`src/rtl/deserializador_pkg.sv`:
```
// Shared definitions for the serial-to-parallel converter.
//   DATA_WIDTH : default word width in bits
//   state_t    : receiver FSM states
package deserializador_pkg;

    localparam int unsigned DATA_WIDTH = 8;

    typedef enum logic {
        RECEIVE  = 1'b0,
        WAIT_ACK = 1'b1
    } state_t;

endpackage

```
`src/rtl/deserializador.sv`:
```
// Serial-to-parallel converter. Shifts in DATA_WIDTH bits MSB first while
// write_in is high, then presents the word and holds it until ack_in.
// Ports:
//   clock_100KHz : system clock, rising-edge active
//   reset        : asynchronous active-low reset
//   ack_in       : consumer acknowledge of the presented word
//   data_in      : serial data bit
//   write_in     : data_in valid this cycle
//   status_out   : 1 = busy, word pending and serial input ignored
//   data_ready   : 1 = data_out holds a complete, unacknowledged word
//   data_out     : deserialized word, first received bit in the MSB
module deserializador
    import deserializador_pkg::*;
#(
    parameter int unsigned DATA_WIDTH = deserializador_pkg::DATA_WIDTH
) (
    input  logic                  clock_100KHz,
    input  logic                  reset,
    input  logic                  ack_in,
    input  logic                  data_in,
    input  logic                  write_in,
    output logic                  status_out,
    output logic                  data_ready,
    output logic [DATA_WIDTH-1:0] data_out
);

    localparam int unsigned CW = $clog2(DATA_WIDTH) + 1;
    localparam logic [CW-1:0] LAST_BIT = CW'(DATA_WIDTH - 1);

    state_t                state;
    state_t                state_next;
    logic [CW-1:0]         bits_count;
    logic [DATA_WIDTH-1:0] shift;
    logic [DATA_WIDTH-1:0] shift_next;
    logic                  shift_en;
    logic                  load_word;

    assign shift_next = {shift[DATA_WIDTH-2:0], data_in};

    always_ff @(posedge clock_100KHz or negedge reset) begin
        if (!reset) begin
            state <= RECEIVE;
        end else begin
            state <= state_next;
        end
    end

    always_comb begin
        state_next = state;
        shift_en   = 1'b0;
        load_word  = 1'b0;
        case (state)
            RECEIVE: begin
                if (write_in) begin
                    shift_en = 1'b1;
                    if (bits_count == LAST_BIT) begin
                        load_word  = 1'b1;
                        state_next = WAIT_ACK;
                    end
                end
            end
            WAIT_ACK: begin
                if (ack_in) begin
                    state_next = RECEIVE;
                end
            end
            default: state_next = RECEIVE;
        endcase
    end

    // Flags track the next state so they rise on the same edge that loads
    // data_out and drop on the ack edge.
    always_ff @(posedge clock_100KHz or negedge reset) begin
        if (!reset) begin
            shift      <= '0;
            bits_count <= '0;
            data_out   <= '0;
            data_ready <= 1'b0;
            status_out <= 1'b0;
        end else begin
            if (shift_en) begin
                shift      <= shift_next;
                bits_count <= load_word ? '0 : bits_count + CW'(1);
            end
            if (load_word) begin
                data_out <= shift_next;
            end
            data_ready <= (state_next == WAIT_ACK);
            status_out <= (state_next == WAIT_ACK);
        end
    end

endmodule

```
`config.mk`:
```
export PLATFORM = sky130hd
export DESIGN_NAME = deserializador
export DESIGN_NICKNAME = d
export VERILOG_FILES = /design/src/rtl/deserializador_pkg.sv /design/src/rtl/deserializador.sv
export SDC_FILE = /design/constraint.sdc
export NUM_CORES = 1
export LEC_CHECK = 0
export CORE_AREA = 4 4 54 56
export CTS_CLUSTER_DIAMETER = 60
export DETAILED_ROUTE_END_ITERATION = 8
export DIE_AREA = 0 0 58 60
export GPL_ROUTABILITY_DRIVEN = 0
export GPL_TIMING_DRIVEN = 0
export PLACE_DENSITY = 0.64
export SLEW_MARGIN = 30
export SYNTH_ARGS = -nofsm -noshare
export SYNTH_HDL_FRONTEND = slang
export SYNTH_SLANG_ARGS = --single-unit
```
`constraint.sdc`:
```
create_clock -name clock_100KHz -period 3.1 [get_ports clock_100KHz]
set_input_delay 0.465 -clock clock_100KHz [delete_from_list [all_inputs] [get_ports clock_100KHz]]
set_output_delay 0.465 -clock clock_100KHz [all_outputs]
set_load 0.1 [all_outputs]
```
==> run metrics <==
clock transition at the registers of the reported paths 0.10 ns; H-tree Lvls 1; grt ovf 0; DR vias 446; Syn Std Cell Area 808 µm²; Skew-Pair Late Insertion Delay 0.29 ns; r2r endpoint data_out[4]; CP endpoint status_out; fin area 1000 µm²; synth warn 0; Worst Setup End Kind primary output; start point of the critical path data_ready; layout cell share with drive strength beyond 1 0.368; fin crit period 2.45 ns; cts hold-fix bufs 0; Synth Net Count 57; Critical-path top delay cell clkdlybuf4s50_1; setup violators final 0; FF-to-FF Start bits_count[0]; DP HPWL 830 µm; most common cell after layout, fill and taps aside dfrtp_1; initial antenna violation count 0; Max-slew headroom 0.351; row count 18; syn_area_per_cell 15.8 µm²; synthesized flop and latch total 20; slowest stage delay, CP 1.12 ns; die width 58 µm; worst-path maximum fanout 4; final hold slack 0.0989 ns; synth unique cells 14; Fin Clk Skew 0.00368 ns; most frequent cells in the layout dfrtp_1, mux2_2, clkdlybuf4s50_1; vias in the first global route 458; Pins Over Slew Limit 0; Tightest Pin Transition 0.970 ns; CTS Sinks 20; CP arrival 1.98 ns; WS Path Type reg2out; crit-path cells buf_4, clkdlybuf4s50_1; initial detailed-routing violation count 6; worst min-delay path category in2async; Num CTS Buffers 3; root buffer cell clkbuf_4; CTS tree done; Diodes inserted 0; final WL 1180 µm; drt first pass iters 2; gr usage total 0.0825; drt via density 4.55; core region area 2430 µm²; period utilization 0.789; Residual DRC 0; Sum Neg Setup Slack 0 ns; WP data required 2.63 ns; pin count of the biggest net entering global routing 21; cts repair resizes 0; DP Area 986 µm²; wire per inst 12.1 µm; crit start category flip-flop; Starting Density 0.332; Final Hold Fails 0; nets 76; # port buffers 14; Max Fclk 409 MHz; MaxCap Viol Count 0; synth-to-layout area growth 24.1%; Post-Synthesis Cells 51; Setup Fix Bufs, Post-CTS 0; flop-to-flop setup slack 1.75 ns; CTS Buffer Depth 2; reg2reg path depth 3; DIE HEIGHT 60 µm; Top Ports 15; die area 3480 µm²; post-synthesis sequential area ratio 0.619; RSZ-0062 raised after global routing false; status complete, no violations; global-route wire length before repair 2130 µm; Final ANT Viol Nets 0
[flip-flops by register name (all words and copies together), names as in the netlist]
name	cells
data_out	8
shift	7
bits_count	4
data_ready	1
[cells in the mapped netlist]
library cell / n / area (µm²)
buf_4: 2 / 15.0
nor2_1: 1 / 3.75
nand2_1: 1 / 3.75
nor2b_1: 2 / 12.5
nand4_1: 1 / 6.26
xnor2_1: 1 / 8.76
mux2_2: 17 / 191
o21ai_0: 1 / 5.00
a21o_1: 1 / 7.51
dfrtp_1: 20 / 500
nand4b_4: 1 / 23.8
inv_1: 1 / 3.75
nor2b_4: 1 / 13.8
ha_1: 1 / 12.5
[per-stage QoR]
stage / util / worst slack (ns) / instances
after global placement: 0.405 / 0.986 / 95
after CTS: 0.415 / 0.635 / 98
after floorplan: - / 1.24 / 51
after global routing: 0.413 / 0.584 / 98
after detailed placement: 0.405 / 0.974 / 95
final: 0.413 / 0.654 / 98
[final cells by class]
type | count | area [µm²]
tap | 30 | 37.5
clock buffer | 3 | 22.5
buffer | 2 | 15.0
fill | 227 | 1430
multi-input combinational | 28 | 289
sequential | 20 | 500
inverter | 1 | 3.75
timing repair buffer | 14 | 135
[cell families after synthesis]
| logic type | share of synthesized area |
|---|---|
| flops | 0.619 |
| mux | 0.237 |
| compound gates | 0.0155 |
| buf+inv | 0.0232 |
| fa+ha+maj | 0.0155 |
| simple gates | 0.0789 |
| xor+xnor | 0.0108 |
[critical path, delay by kind of cell (launching register included)]
kind / cells / cell delay (ns)
flops: 1 / 0.44
buf+inv: 2 / 1.25
[worst min path at each step]
| stage | to | slack (ns) | from |
|---|---|---|---|
| detailed placement | data_out[0] | 0.49 | data_out[0] |
| global placement | data_out[0] | 0.49 | data_out[0] |
| CTS | data_out[0] | 0.52 | data_out[0] |
| finish | bits_count[2] | 0.1 | reset |
| floorplan | bits_count[0] | 0.17 | reset |
| global route | bits_count[3] | 0.12 | reset |
[per-layer routing]
layer | track usage | wire (µm) | up-vias
met2 | 0.116 | 546 | 7
li1 | - | - | 212
met3 | 0.0216 | 40 | 2
met1 | 0.104 | 569 | 225
met4 | 0.0695 | 27 | 0
met5 | 0 | 0 | -
Power is left out: the tool's default activity adds up to more than one toggle a clock period on the data nets, which glitch-free logic cannot reach.
